## config.mk

```make
export PLATFORM = sky130hd
export DESIGN_NAME = variance_acc_flat
export DESIGN_NICKNAME = d
export VERILOG_FILES = /design/src/rtl/cnn_stats_pkg.sv /design/src/rtl/variance_acc_if.sv /design/src/rtl/stat_accum.sv /design/src/rtl/variance_acc.sv /design/src/flat_wrapper.sv
export SDC_FILE = /design/constraint.sdc
export NUM_CORES = 1
export LEC_CHECK = 0
export CORE_MARGIN = 1.5
export CORE_UTILIZATION = 30
export CTS_CLUSTER_SIZE = 25
export DETAILED_ROUTE_END_ITERATION = 16
export HOLD_SLACK_MARGIN = 0.08
export PLACE_DENSITY = 0.43
export SYNTH_ARGS = -nofsm -noshare
export SYNTH_HDL_FRONTEND = slang
export SYNTH_SLANG_ARGS = --single-unit
export TNS_END_PERCENT = 30
```

## constraint.sdc

```tcl
create_clock -name clk_i -period 10.7 [get_ports clk_i]
set_clock_uncertainty 0.05 [all_clocks]
set_input_delay 1.605 -clock clk_i [delete_from_list [all_inputs] [get_ports clk_i]]
set_output_delay 1.605 -clock clk_i [all_outputs]
set_load 0.02 [all_outputs]
```

## src/rtl/cnn_stats_pkg.sv

```systemverilog
// Shared definitions for the CNN statistics blocks: the variance FSM encoding
// and the accumulator width helpers.
package cnn_stats_pkg;

    typedef enum logic [1:0] {
        ST_ACCUM = 2'd0,
        ST_CALC  = 2'd1,
        ST_ISSUE = 2'd2,
        ST_WAIT  = 2'd3
    } state_e;

    function automatic int SUM_W(input int width, input int log2n);
        return width + log2n;
    endfunction

    function automatic int SQ_W(input int width, input int log2n);
        return 2 * width + log2n;
    endfunction

endpackage

```

## src/rtl/variance_acc_if.sv

```systemverilog
// Bundle of the sample stream, sqrt handshake and result signals around variance_acc.
// master is the variance engine's view; slave is the surrounding system (source, sqrt, consumer).
interface variance_acc_if #(
  parameter int WIDTH = 8
);
  logic             s_valid;
  logic             s_ready;
  logic [WIDTH-1:0] s_data;
  logic             sq_start;
  logic             sq_busy;
  logic             sq_valid;
  logic [WIDTH-1:0] sq_rad;
  logic [WIDTH-1:0] sq_root;
  logic [WIDTH-1:0] var_out;
  logic [WIDTH-1:0] sd_out;
  logic             out_valid;
  logic             ovf;

  modport master (
    input  s_valid, s_data, sq_busy, sq_valid, sq_root,
    output s_ready, sq_start, sq_rad, var_out, sd_out, out_valid, ovf
  );

  modport slave (
    output s_valid, s_data, sq_busy, sq_valid, sq_root,
    input  s_ready, sq_start, sq_rad, var_out, sd_out, out_valid, ovf
  );
endinterface

```

## src/rtl/stat_accum.sv

```systemverilog
// Window accumulator: running sum and sum of squares of accepted samples,
// plus a sample counter that flags the last sample of each 2**LOG2N window.
module stat_accum
  import cnn_stats_pkg::*;
#(
  parameter int WIDTH = 8,
  parameter int LOG2N = 2
) (
  input  logic                                clk_i,
  input  logic                                reset_i,
  input  logic                                clr_i,
  input  logic                                acc_i,
  input  logic [WIDTH-1:0]                    data_i,
  output logic [SUM_W(WIDTH, LOG2N)-1:0]      sum_o,
  output logic [SQ_W(WIDTH, LOG2N)-1:0]       sumsq_o,
  output logic                                last_o
);
  localparam int SW  = SUM_W(WIDTH, LOG2N);
  localparam int SQW = SQ_W(WIDTH, LOG2N);

  logic [SW-1:0]      sum_q, sum_d;
  logic [SQW-1:0]     sumsq_q, sumsq_d;
  logic [LOG2N-1:0]   cnt_q, cnt_d;
  logic [2*WIDTH-1:0] sq_s;

  assign sq_s   = {{WIDTH{1'b0}}, data_i} * {{WIDTH{1'b0}}, data_i};
  assign last_o = acc_i && (cnt_q == {LOG2N{1'b1}});
  assign sum_o   = sum_q;
  assign sumsq_o = sumsq_q;

  // Next-state: clear wins over accumulate; the counter wraps naturally at N.
  always_comb begin
    sum_d   = sum_q;
    sumsq_d = sumsq_q;
    cnt_d   = cnt_q;
    if (clr_i) begin
      sum_d   = '0;
      sumsq_d = '0;
      cnt_d   = '0;
    end else if (acc_i) begin
      sum_d   = sum_q + SW'(data_i);
      sumsq_d = sumsq_q + SQW'(sq_s);
      cnt_d   = cnt_q + LOG2N'(1);
    end else begin
      sum_d   = sum_q;
    end
  end

  // Accumulator state registers.
  always_ff @(posedge clk_i) begin
    if (reset_i) begin
      sum_q   <= '0;
      sumsq_q <= '0;
      cnt_q   <= '0;
    end else begin
      sum_q   <= sum_d;
      sumsq_q <= sumsq_d;
      cnt_q   <= cnt_d;
    end
  end
endmodule

```

## src/rtl/variance_acc.sv

```systemverilog
// Streaming variance engine: accumulates windows, computes E[x^2]-E[x]^2 and drives
// an external sqrt core. Define VAR_CLAMP_EN to saturate overflowing variances.
module variance_acc
  import cnn_stats_pkg::*;
#(
  parameter int WIDTH = 8,
  parameter int FBITS = 0,
  parameter int LOG2N = 2
) (
  input  logic          clk_i,
  input  logic          reset_i,
  variance_acc_if.master bus
);
  localparam int SW  = SUM_W(WIDTH, LOG2N);
  localparam int SQW = SQ_W(WIDTH, LOG2N);

  state_e             state_q, state_d;
  logic               s_ready_s, sq_start_s, acc_s, clr_s, last_s;
  logic [SW-1:0]      sum_s;
  logic [SQW-1:0]     sumsq_s;
  logic [WIDTH-1:0]   mean_s;
  logic [2*WIDTH-1:0] msq_s, mm_s, d_s, v_s;
  logic               ovf_s;
  logic [WIDTH-1:0]   res_s;
  logic [WIDTH-1:0]   rad_q, sd_q;
  logic               ovf_q, out_valid_q;

  assign acc_s = bus.s_valid && s_ready_s;
  assign clr_s = (state_q == ST_WAIT) && bus.sq_valid;

  stat_accum #(
    .WIDTH (WIDTH),
    .LOG2N (LOG2N)
  ) u_accum (
    .clk_i   (clk_i),
    .reset_i (reset_i),
    .clr_i   (clr_s),
    .acc_i   (acc_s),
    .data_i  (bus.s_data),
    .sum_o   (sum_s),
    .sumsq_o (sumsq_s),
    .last_o  (last_s)
  );

  // FSM state register.
  always_ff @(posedge clk_i) begin
    if (reset_i) begin
      state_q <= ST_ACCUM;
    end else begin
      state_q <= state_d;
    end
  end

  // FSM next-state logic.
  always_comb begin
    state_d = state_q;
    case (state_q)
      ST_ACCUM: begin
        if (acc_s && last_s) state_d = ST_CALC;
        else                 state_d = ST_ACCUM;
      end
      ST_CALC:  state_d = ST_ISSUE;
      ST_ISSUE: begin
        if (!bus.sq_busy) state_d = ST_WAIT;
        else              state_d = ST_ISSUE;
      end
      ST_WAIT: begin
        if (bus.sq_valid) state_d = ST_ACCUM;
        else              state_d = ST_WAIT;
      end
      default:  state_d = ST_ACCUM;
    endcase
  end

  // FSM outputs; start fires in the first non-busy ISSUE cycle, which is also the exit cycle.
  always_comb begin
    s_ready_s  = 1'b0;
    sq_start_s = 1'b0;
    case (state_q)
      ST_ACCUM: s_ready_s  = 1'b1;
      ST_ISSUE: sq_start_s = !bus.sq_busy;
      default: begin
        s_ready_s  = 1'b0;
        sq_start_s = 1'b0;
      end
    endcase
  end

  // Variance datapath; floor(E[x^2]) >= floor(E[x])^2 so the difference never goes negative.
  always_comb begin
    mean_s = WIDTH'(sum_s >> LOG2N);
    msq_s  = (2*WIDTH)'(sumsq_s >> LOG2N);
    mm_s   = {{WIDTH{1'b0}}, mean_s} * {{WIDTH{1'b0}}, mean_s};
    d_s    = msq_s - mm_s;
    v_s    = d_s >> FBITS;
    ovf_s  = |v_s[2*WIDTH-1:WIDTH];
`ifdef VAR_CLAMP_EN
    if (ovf_s) res_s = {WIDTH{1'b1}};
    else       res_s = v_s[WIDTH-1:0];
`else
    res_s  = v_s[WIDTH-1:0];
`endif
  end

  // Result registers: radicand/variance latch in CALC, root latches on the accepted sqrt result.
  always_ff @(posedge clk_i) begin
    if (reset_i) begin
      rad_q       <= '0;
      sd_q        <= '0;
      ovf_q       <= 1'b0;
      out_valid_q <= 1'b0;
    end else begin
      if (state_q == ST_CALC) begin
        rad_q <= res_s;
        ovf_q <= ovf_s;
      end
      if (clr_s) begin
        sd_q <= bus.sq_root;
      end
      out_valid_q <= clr_s;
    end
  end

  assign bus.s_ready   = s_ready_s;
  assign bus.sq_start  = sq_start_s;
  assign bus.sq_rad    = rad_q;
  assign bus.var_out   = rad_q;
  assign bus.sd_out    = sd_q;
  assign bus.ovf       = ovf_q;
  assign bus.out_valid = out_valid_q;
endmodule
```

## src/flat_wrapper.sv

```systemverilog
// flat-port wrapper written by rule: the top's interface ports become plain ports
module variance_acc_flat import cnn_stats_pkg::*;
#(
  parameter int WIDTH = 8,
  parameter int FBITS = 0,
  parameter int LOG2N = 2
)
  (clk_i, reset_i, bus_s_valid, bus_s_data, bus_sq_busy, bus_sq_valid, bus_sq_root, bus_s_ready, bus_sq_start, bus_sq_rad, bus_var_out, bus_sd_out, bus_out_valid, bus_ovf);
  variance_acc_if #(.WIDTH(WIDTH)) bus_i ();
  input  logic clk_i;
  input  logic reset_i;
  input wire logic [$bits(bus_i.s_valid)-1:0] bus_s_valid;
  input wire logic [$bits(bus_i.s_data)-1:0] bus_s_data;
  input wire logic [$bits(bus_i.sq_busy)-1:0] bus_sq_busy;
  input wire logic [$bits(bus_i.sq_valid)-1:0] bus_sq_valid;
  input wire logic [$bits(bus_i.sq_root)-1:0] bus_sq_root;
  output wire logic [$bits(bus_i.s_ready)-1:0] bus_s_ready;
  output wire logic [$bits(bus_i.sq_start)-1:0] bus_sq_start;
  output wire logic [$bits(bus_i.sq_rad)-1:0] bus_sq_rad;
  output wire logic [$bits(bus_i.var_out)-1:0] bus_var_out;
  output wire logic [$bits(bus_i.sd_out)-1:0] bus_sd_out;
  output wire logic [$bits(bus_i.out_valid)-1:0] bus_out_valid;
  output wire logic [$bits(bus_i.ovf)-1:0] bus_ovf;
  assign bus_i.s_valid = bus_s_valid;
  assign bus_i.s_data = bus_s_data;
  assign bus_i.sq_busy = bus_sq_busy;
  assign bus_i.sq_valid = bus_sq_valid;
  assign bus_i.sq_root = bus_sq_root;
  assign bus_s_ready = bus_i.s_ready;
  assign bus_sq_start = bus_i.sq_start;
  assign bus_sq_rad = bus_i.sq_rad;
  assign bus_var_out = bus_i.var_out;
  assign bus_sd_out = bus_i.sd_out;
  assign bus_out_valid = bus_i.out_valid;
  assign bus_ovf = bus_i.ovf;
  variance_acc #(.WIDTH(WIDTH), .FBITS(FBITS), .LOG2N(LOG2N)) u_core (.clk_i(clk_i), .reset_i(reset_i), .bus(bus_i));
endmodule
```

==> results of run 1 <==
worst max path at each step:
stage          slack [ns]                                 endpoint           from  depth (start not counted)
2_1_floorplan        5.02  u_core.u_accum.sumsq_o[17]$_SDFFE_PP0P_  bus_s_data[7]                         15
3_3_place_gp         3.90  u_core.u_accum.sumsq_o[17]$_SDFFE_PP0P_  bus_s_data[1]                         18
3_5_place_dp         3.76  u_core.u_accum.sumsq_o[17]$_SDFFE_PP0P_  bus_s_data[1]                         18
4_1_cts              4.10  u_core.u_accum.sumsq_o[17]$_SDFFE_PP0P_  bus_s_data[1]                         18
5_1_grt              3.72  u_core.u_accum.sumsq_o[17]$_SDFFE_PP0P_  bus_s_data[1]                         18
6_report             4.17  u_core.u_accum.sumsq_o[17]$_SDFFE_PP0P_  bus_s_data[1]                         18
synthesized netlist by cell type (all sizes together), types with 5 or more instances:
library cell / instances
ha: 88
a21oi: 49
nand3: 7
nand2: 97
a21o: 7
and2: 24
xor2: 10
inv: 155
mux2i: 5
o21ai: 19
fa: 77
buf: 13
xnor2: 28
dfxtp: 50
nor2b: 8
a22o: 8
nor3: 11
clkbuf: 15
nor2: 41
a211oi: 10
cell type report:
type                       instances  area share (%)
clock buffer                       5            1.69
clock inverter                     3           0.389
inverter                         155            7.86
multi-input combinational        540            65.0
sequential                        50            13.5
tap                              275            4.65
timing repair buffer              52            6.90
layer usage:
metal | share of wire [%] | routed length [µm]
met1 | 48 | 7020
met2 | 48 | 7020
met3 | 3.1 | 447
met4 | 0.90 | 132
met5 | 0 | 0
through the flow:
step	area (µm²)	total power [mW]
global route	7400	1.87
CTS	7400	1.68
floorplan	6540	1.25
finish	7400	1.65
detailed placement	7250	1.49
global placement	7250	1.49
power by group:
group          internal (mW)  switching, mW  total, mW
clock network         0.0895         0.0842      0.174
logic                  0.546          0.682       1.23
registers              0.211         0.0412      0.252
kinds of logic after synthesis:
logic type / after synthesis
AND/OR/NAND/NOR: 206
adder cells (fa/ha/maj): 165
AO/OA/AOI/OAI: 126
XOR/XNOR: 38
multiplexers: 5
buffers and inverters: 183
flip-flops: 50
state kept, by name, summed over array words and instances, names as in the netlist:
name / count
u_core.bus.sd_out: 8
u_core.u_accum.sum_o: 10
u_core.u_accum.cnt_q: 2
u_core.state_q: 2
u_core.bus.sq_rad: 8
u_core.bus.out_valid: 1
u_core.u_accum.sumsq_o: 18
u_core.bus.ovf: 1
worst min-delay path, stage by stage (launching register included):
cell and delay [ns]:
dfxtp_1 0.31, nand2_1 0.05, a21oi_1 0.05
==> flow_summary_export.csv, run 1 <==
group,metric,value,unit
setup_path,rr_endpoint,"u_core.bus.ovf$_SDFFE_PP0N_",
logic_synthesis,synth_area_leaders,"fa_1 (24%), ha_1 (17%), dfxtp_1 (15%)",
layout,regArea,1000,µm²
logic_synthesis,synthXorXnorAreaFrac,5.09,%
floorplanning,die_y,151,µm
detailed_routing,post_drt_wl_per_cell,13.5,µm
logic_synthesis,yosysTopAreaCellShare,23.6,%
setup_path,worstPathRequired,10.88,ns
layout,final_nets,990,
power_and_ir_drop,leakagePower,3.56,nW
layout,fin_util,34.9,%
global_route,grt_overflow_total,0,
setup_path,crit_path_cell_trace,"clkdlybuf4s50_1 -> inv_1 -> nor2_1 -> fa_1 -> inv_1 -> fa_1 -> fa_1 -> fa_1 -> inv_1 -> ha_1 -> o21a_1 -> o31a_1 -> o211ai_1 -> nand3_1 -> a41oi_1 -> xor2_1 -> or3_1 -> a21oi_1",
timing,holdWs,0.408,ns
logic_synthesis,synth-seq-cells,50,
timing,slew_violations,0,
clock_network,cts_resized,0,
logic_synthesis,synth_compound_area_share,13.1,%
min_path,hold_depth,2,
global_route,met1_usage,19.1,%
logic_synthesis,syn_avg_cell_area,8.45,µm²
global_route,grt_util_met2,25.1,%
floorplanning,coreArea,21200,µm²
clock_network,path_clk_slew,0.07,ns
power_and_ir_drop,powerDensity,223,nW/µm²
clock_network,cts_sinks,50,
timing,fin_tns_setup,0,ns
global_route,grt_pass1_vias,5274,
detailed_routing,drtAntennaViolNets,0,
min_path,hold_class,"reg -> reg",
global_route,busiest_layer,"met2",
global_route,antenna_found_initial,0,
outcome,status,"complete, no violations",
placement,routabilityCongestion,0.790,
layout,antenna_cells,0,
setup_path,reg2reg_depth,18,
setup_path,cp-start-kind,"input port",
clock_network,cts.path.max_buffers,2,
logic_synthesis,synth_area,6540,µm²
layout,drive_above_1_share,2.61,%
logic_synthesis,synthCells,773,
layout,fillers,2239,
layout,mostFrequentLayoutCell,"inv_1",
min_path,hp-start,"u_core.u_accum.sumsq_o[13]$_SDFFE_PP0P_",
logic_synthesis,synth_top_family_by_area,"adder cells",
floorplanning,dieArea,22700,µm²
logic_synthesis,synth_fa_ha_area_share,40.4,%
setup_path,cpMaxStageDelayCell,"clkdlybuf4s50_1",
clock_network,post_cts_buffers,0,
global_route,grt_max_degree,33,
setup_path,worstSetupPathType,"in -> reg",
setup_path,worst-path-buf-inv,4,
layout,fin_cells,1080,
floorplanning,dieWidth,151,µm
detailed_routing,num_vias,5008,
setup_path,crit_top_cell,"fa_1",
clock_network,cts_hold_buf,0,
logic_synthesis,yosys_warnings,0,
timing,fmaxAchievable,153,MHz
logic_synthesis,async_flop_share,0,%
detailed_routing,finalWirelength,14.6,mm
detailed_routing,routed_via_density,4.64,
floorplanning,initial_utilization,30.8,%
logic_synthesis,muxShareOfSynthArea,0.766,%
timing,fin_crit_sh,61.1,%
detailed_routing,firstDrtPassIters,4,
detailed_routing,drtIter0Drc,201,
setup_path,r2r_slack,5.65,ns
logic_synthesis,synth.distinct_cells,54,
floorplanning,rows,53,
setup_path,crit_path_max_incr_delay,0.73,ns
timing,rsz0062_at_grt,"false",
global_route,track_usage,14.5,%
placement,dp.cells,1072,
placement,hpwl,12.1,mm
timing,timing.final.ws_setup,4.17,ns
setup_path,timing.rr.start,"u_core.u_accum.sum_o[7]$_SDFFE_PP0P_",
placement,post-place-ws,3.76,ns
timing,hold_viol,0,
setup_path,cp_max_fo,9,
logic_synthesis,synth_fp_nets,959,
detailed_routing,post-route-drc-count,0,
timing,worst_pin_slew,1.04,ns
clock_network,h-tree-depth,2,
power_and_ir_drop,irDropWorstVdd,114,µV
logic_synthesis,synth_ff_type,"dfxtp_1",
logic_synthesis,yosysTopAreaCell,"fa_1",
placement,io_buffers,48,
global_route,grt_first_pass_wirelength,25.8,mm
timing,slew_headroom,30.5,%
logic_synthesis,synth_edf_count,0,
flow_run,maxCapViolations,0,
setup_path,arrival,6.72,ns
logic_synthesis,synth-seq-area-share,15.3,%
layout,multiInputGateArea,4810,µm²
layout,mostFrequentLayoutCells,"inv_1 (155), nand2_1 (97), ha_1 (88)",
clock_network,cts_tree,"yes",
timing,fin_crit,6.53,ns
timing,finalSetupViolations,0,
layout,area_growth,13.3,%
global_route,met3_usage,2.15,%
setup_path,cp_top_family,"adder cells",
clock_network,clk_latency,0.31,ns
logic_synthesis,synth-simple-area-share,14.2,%
min_path,whs_endpoint,"u_core.u_accum.sumsq_o[13]$_SDFFE_PP0P_",
clock_network,cts_buffers,5,
floorplanning,io_pins,49,
clock_network,cts-root-buf,"clkbuf_16",
setup_path,crit_path_end_kind,"flip-flop",
Power figures use the tool's default switching activity.
==> run 2, diff against run 1 <==
- PLACE_DENSITY: 0.43 -> 0.45
- clock period: 10.7 -> 5.5 ns (I/O delays scaled with it)
==> run 2 against run 1 <==
Sequential power up 84%. Sequential share of layout area down 0.71 points. Via count up 0.84%. Power up 110%. Clock power up 90%. Design area up 5.5%. Combinational power up 110%. Critical path depth down 1. Register-to-register slack worse by 5.0 ns. First-iteration DRC count up 1.0%. Wire length down 1.4%.
==> flow_summary_export.csv, run 2 (same netlist as run 1, synthesis figures left out) <==
group,metric,value,unit
global_route,track_usage,14.0,%
setup_path,worstSetupPathType,"in -> reg",
outcome,status,"complete, no violations",
placement,post-place-ws,-0.324,ns
global_route,grt_overflow_total,0,
detailed_routing,drtIter0Drc,203,
layout,antenna_cells,0,
clock_network,cts_buffers,5,
setup_path,worstPathRequired,5.67,ns
clock_network,post_cts_buffers,0,
layout,final_nets,1040,
min_path,hold_class,"reg -> reg",
clock_network,cts.path.max_buffers,2,
floorplanning,dieWidth,151,µm
timing,fin_crit,5.23,ns
power_and_ir_drop,swShare,47.0,%
layout,fillers,2268,
flow_run,maxCapViolations,0,
detailed_routing,wl_met2,6.44,mm
setup_path,crit_top_cell,"fa_1",
timing,rsz0062_at_grt,"false",
layout,finalInstanceArea,7810,µm²
timing,fmaxAchievable,191,MHz
clock_network,cts-root-buf,"clkbuf_16",
setup_path,crit_path_max_incr_delay,0.55,ns
floorplanning,initial_utilization,30.8,%
detailed_routing,drtAntennaViolNets,0,
power_and_ir_drop,intPower,1.80,mW
timing,slew_violations,0,
detailed_routing,routed_via_density,4.47,
setup_path,arrival,5.40,ns
layout,mostFrequentLayoutCells,"inv_1 (155), nand2_1 (97), ha_1 (87)",
placement,hpwl,12.2,mm
floorplanning,rows,53,
layout,largest_reg_flops,18,
power_and_ir_drop,irDropWorstVdd,240,µV
detailed_routing,num_vias,5050,
timing,fin_crit_sh,95.1,%
placement,place_area,7620,µm²
setup_path,cp_max_fo,3,
global_route,grt_pass1_vias,5112,
clock_network,clk_latency,0.30,ns
detailed_routing,post_drt_wl_per_cell,12.8,µm
timing,hold_viol,0,
detailed_routing,top_layer_used,"met4",
global_route,grt_first_pass_wirelength,25.3,mm
setup_path,cp-start-kind,"input port",
timing,finalSetupViolations,0,
floorplanning,die_y,151,µm
clock_network,cts_sinks,50,
setup_path,cpMaxStageDelayCell,"fa_1",
detailed_routing,finalWirelength,14.4,mm
power_and_ir_drop,pwr-share-comb,76.7,%
layout,area_growth,19.5,%
detailed_routing,met1Wirelength,7.55,mm
detailed_routing,wl_met3,379,µm
detailed_routing,firstDrtPassIters,4,
power_and_ir_drop,powerDensity,436,nW/µm²
timing,fin_tns_setup,0,ns
timing,slew_headroom,30.1,%
floorplanning,coreArea,21200,µm²
timing,worst_pin_slew,1.05,ns
clock_network,cts_tree,"yes",
power_and_ir_drop,p_clk_share,9.7,%
layout,drive_above_1_share,9.12,%
power_and_ir_drop,leakagePower,3.86,nW
placement,io_buffers,48,
placement,routabilityCongestion,0.755,
global_route,grt_max_degree,28,
power_and_ir_drop,p_switching,1.60,mW
clock_network,h-tree-depth,2,
power_and_ir_drop,finalPower,3.40,mW
clock_network,cts_hold_buf,0,
layout,fin_util,36.8,%
clock_network,path_clk_slew,0.07,ns
floorplanning,io_pins,49,
global_route,antenna_found_initial,0,
power_and_ir_drop,p_seq_share,13.6,%
setup_path,crit_path_cell_trace,"clkdlybuf4s50_1 -> buf_4 -> buf_4 -> fa_1 -> inv_1 -> fa_1 -> fa_1 -> fa_1 -> inv_1 -> ha_1 -> or3_1 -> o211ai_1 -> nand3_1 -> a41oi_2 -> xor2_1 -> or3_1 -> a21oi_1",
floorplanning,dieArea,22700,µm²
layout,mostFrequentLayoutCell,"inv_1",
setup_path,crit_path_end_kind,"flip-flop",
detailed_routing,post-route-drc-count,0,
timing,timing.final.ws_setup,0.271,ns
-- run 2: cell types whose count changed in the layout (fill, tap and decap cells not counted), sizes merged --
cell	change
clkinv	-1
clkdlybuf4s50	-7
buf	+50
inv	+1
dlygate4sd2	+2
dlymetal6s2s	+5
-- run 2: worst max-delay path, delay by kind of cell --
family	cells	cell delay [ns]
adders and majority gates	5	2.23
and+or+nand+nor	3	0.85
buffers and inverters	5	0.80
AOI/OAI and AO/OA	3	0.60
xor gates and xnor gates	1	0.10
-- run 2: per-stage QoR --
step / hold slack [ns] / instances
after floorplan: 0.382 / 773
after global placement: 0.396 / 1122
after detailed placement: 0.399 / 1122
after CTS: 0.411 / 1130
after global routing: 0.434 / 1130
final: 0.412 / 1130
-- run 2: final cells by class --
class                   instances  area [µm²]  area share [%]
clock buffers                   5         125            1.60
clock inverters                 3        22.5           0.288
inverters                     155         582            7.45
multi-input cells             540        4830            61.9
flip-flops and latches         50        1000            12.8
well taps                     275         344            4.40
repair buffers                102         903            11.6
-- run 2: worst paths after layout --
check	start	to	slack, ns	depth (start not counted)
worst max-delay path	bus_s_data[4]	u_core.u_accum.sumsq_o[17]$_SDFFE_PP0P_	0.27	17
worst min-delay path	u_core.u_accum.sumsq_o[13]$_SDFFE_PP0P_	u_core.u_accum.sumsq_o[13]$_SDFFE_PP0P_	0.41	2
worst min register to register	u_core.u_accum.sumsq_o[13]$_SDFFE_PP0P_	u_core.u_accum.sumsq_o[13]$_SDFFE_PP0P_	0.41	2
worst max register to register	u_core.u_accum.sum_o[6]$_SDFFE_PP0P_	u_core.bus.ovf$_SDFFE_PP0N_	0.66	16
-- run 2: repair_timing --
action / in CTS / in global routing
endpoints found under the setup margin: 1 / 4
cloned: 0 / 0
resized for setup: 3 / 13
pin swaps: 1 / 7
-- run 2: per-layer routing --
layer	vias up	GRT usage, %
li1	2618	-
met1	2370	19.9
met2	58	23.1
met3	4	2.12
met4	0	1.31
met5	-	0
-- run 2: power by group through the flow --
stage	Combinational, mW	Sequential (mW)	Clock [mW]
6_report	2.61	0.464	0.330
3_3_place_gp	2.63	0.477	0
3_5_place_dp	2.61	0.476	0
5_1_grt	3.04	0.475	0.358
4_1_cts	2.63	0.468	0.349
2_1_floorplan	1.97	0.459	0
==> run 3, diff against run 2 <==
--- a/config.mk
+++ b/config.mk
@@ -13,2 +13,3 @@
 export PLACE_DENSITY = 0.45
+export SKIP_CTS_REPAIR_TIMING = 1
 export SYNTH_ARGS = -nofsm -noshare
--- a/constraint.sdc
+++ b/constraint.sdc
@@ -4,2 +4,2 @@
 set_output_delay 0.825 -clock clk_i [all_outputs]
-set_load 0.02 [all_outputs]
+set_load 0.1 [all_outputs]
==> run 3 against run 2 <==
Critical path depth is 1 lower. Flip-flop and latch count stayed put. Cell count stayed put. Global-route usage hardly changed. Setup slack worse by 0.090 ns. Maximum frequency is 1.7% lower. Sequential power hardly changed. Wire length stayed put. Critical path type unchanged. Critical endpoint unchanged.
==> flow_summary_export.csv, run 3 (same netlist as run 1, synthesis figures left out) <==
group,metric,value,unit
detailed_routing,routed_via_density,4.45,
setup_path,critical_path.startpoint,"bus_s_data[1]",
timing,finalSetupViolations,0,
global_route,grt_overflow_total,0,
min_path,hold_class,"reg -> reg",
layout,largest_reg_flops,18,
placement,routabilityCongestion,0.755,
power_and_ir_drop,powerDensity,440,nW/µm²
setup_path,worstSetupPathType,"in -> reg",
layout,mostFrequentLayoutCells,"inv_1 (155), nand2_1 (96), ha_1 (87)",
layout,drive_above_1_share,9.12,%
detailed_routing,post-route-drc-count,0,
outcome,status,"complete, no violations",
setup_path,reg2reg_depth,16,
clock_network,cts.path.max_buffers,2,
clock_network,cts_sinks,50,
floorplanning,io_pins,49,
clock_network,path_clk_slew,0.07,ns
timing,holdWs,0.412,ns
timing,fin_crit_sh,96.7,%
layout,finalInstanceArea,7810,µm²
timing,slew_headroom,31.0,%
detailed_routing,post_drt_wl_per_cell,12.8,µm
power_and_ir_drop,pwr-share-comb,76.9,%
power_and_ir_drop,swShare,47.4,%
detailed_routing,drtIter0Drc,211,
power_and_ir_drop,leakagePower,3.84,nW
flow_run,maxCapViolations,0,
global_route,track_usage,14.0,%
setup_path,worstPathRequired,5.67,ns
timing,fmaxAchievable,188,MHz
setup_path,cp-start-kind,"input port",
detailed_routing,num_vias,5027,
placement,place_area,7620,µm²
floorplanning,dieArea,22700,µm²
setup_path,timing.rr.start,"u_core.u_accum.sum_o[6]$_SDFFE_PP0P_",
power_and_ir_drop,p_seq_share,13.5,%
min_path,hp-start,"u_core.u_accum.sumsq_o[13]$_SDFFE_PP0P_",
clock_network,h-tree-depth,2,
clock_network,cts_tree,"yes",
global_route,grt_max_degree,28,
power_and_ir_drop,irDropWorstVdd,241,µV
power_and_ir_drop,intPower,1.81,mW
floorplanning,rows,53,
layout,area_growth,19.5,%
clock_network,cts-root-buf,"clkbuf_16",
placement,post-place-ws,-0.324,ns
setup_path,arrival,5.49,ns
detailed_routing,drtAntennaViolNets,0,
floorplanning,coreArea,21200,µm²
timing,rsz0062_at_grt,"true",
layout,mostFrequentLayoutCell,"inv_1",
global_route,grt_first_pass_wirelength,25.3,mm
placement,io_buffers,48,
placement,hpwl,12.2,mm
detailed_routing,firstDrtPassIters,4,
floorplanning,dieWidth,151,µm
power_and_ir_drop,p_clk_share,9.6,%
floorplanning,initial_utilization,30.8,%
clock_network,clk_latency,0.30,ns
timing,timing.final.ws_setup,0.180,ns
floorplanning,die_y,151,µm
timing,hold_viol,0,
setup_path,crit_path_end_kind,"flip-flop",
min_path,hold_depth,2,
power_and_ir_drop,p_switching,1.63,mW
global_route,grt_pass1_vias,5109,
layout,final_nets,1040,
global_route,antenna_found_initial,0,
clock_network,cts_buffers,5,
setup_path,cp_max_fo,4,
layout,fin_util,36.8,%
layout,antenna_cells,0,
timing,worst_pin_slew,1.04,ns
detailed_routing,finalWirelength,14.4,mm
timing,fin_crit,5.32,ns
timing,slew_violations,0,
## run 3: cell types whose count changed in the layout (fill, tap and decap cells not counted), moves of 2 or more
| cell | delta |
|---|---|
| buf_4 | +2 |
| buf_6 | -2 |
| dlygate4sd2_1 | -2 |
| clkdlybuf4s50_1 | +3 |
## run 3: path summary, 6_finish.rpt
path	slack, ns	endpoint
setup / recovery	0.18	u_core.u_accum.sumsq_o[17]$_SDFFE_PP0P_
hold / removal	0.41	u_core.u_accum.sumsq_o[13]$_SDFFE_PP0P_
setup reg to reg	0.67	u_core.bus.ovf$_SDFFE_PP0N_
hold reg to reg	0.41	u_core.u_accum.sumsq_o[13]$_SDFFE_PP0P_
## run 3: worst max-delay path, cell delays in order
cell and delay [ns]:
clkdlybuf4s50_1 0.47, and2_1 0.21, fa_1 0.54, inv_1 0.05, fa_1 0.55, fa_1 0.45, fa_1 0.55, inv_1 0.04
ha_1 0.20, or3_1 0.37, o211ai_1 0.32, nand3_1 0.17, a41oi_2 0.18, xor2_1 0.10, or3_1 0.31, a21oi_1 0.14
## run 3: metal layers
| layer | vias up | global-route usage (%) | routed length [µm] |
|---|---|---|---|
| met4 | 0 | 1.31 | 33 |
| met2 | 54 | 23.1 | 6480 |
| met5 | - | 0 | 0 |
| li1 | 2619 | - | - |
| met3 | 2 | 2.12 | 403 |
| met1 | 2352 | 19.9 | 7500 |
## run 3: final cells by class
| class | instances | area [µm²] |
|---|---|---|
| timing repair buffer | 102 | 896 |
| inverter | 155 | 582 |
| multi-input combinational | 540 | 4840 |
| fill | 2266 | 13400 |
| clock buffer | 5 | 125 |
| clock inverter | 3 | 22.5 |
| sequential | 50 | 1000 |
| tap | 275 | 344 |
## run 3: stage by stage
stage | cells | power (mW) | setup TNS (ns)
floorplan | 773 | 2.45 | 0
global placement | 1122 | 3.12 | -0.365
detailed placement | 1122 | 3.11 | -0.435
CTS | 1130 | 3.47 | -0.0215
global route | 1130 | 3.90 | -0.0437
finish | 1130 | 3.43 | 0
## run 3: power groups by stage
| stage | Clock, mW | Sequential, mW | Combinational, mW |
|---|---|---|---|
| global placement | 0 | 0.477 | 2.64 |
| detailed placement | 0 | 0.476 | 2.63 |
| floorplan | 0 | 0.466 | 1.98 |
| CTS | 0.349 | 0.468 | 2.65 |
| finish | 0.329 | 0.464 | 2.64 |
| global route | 0.358 | 0.475 | 3.07 |
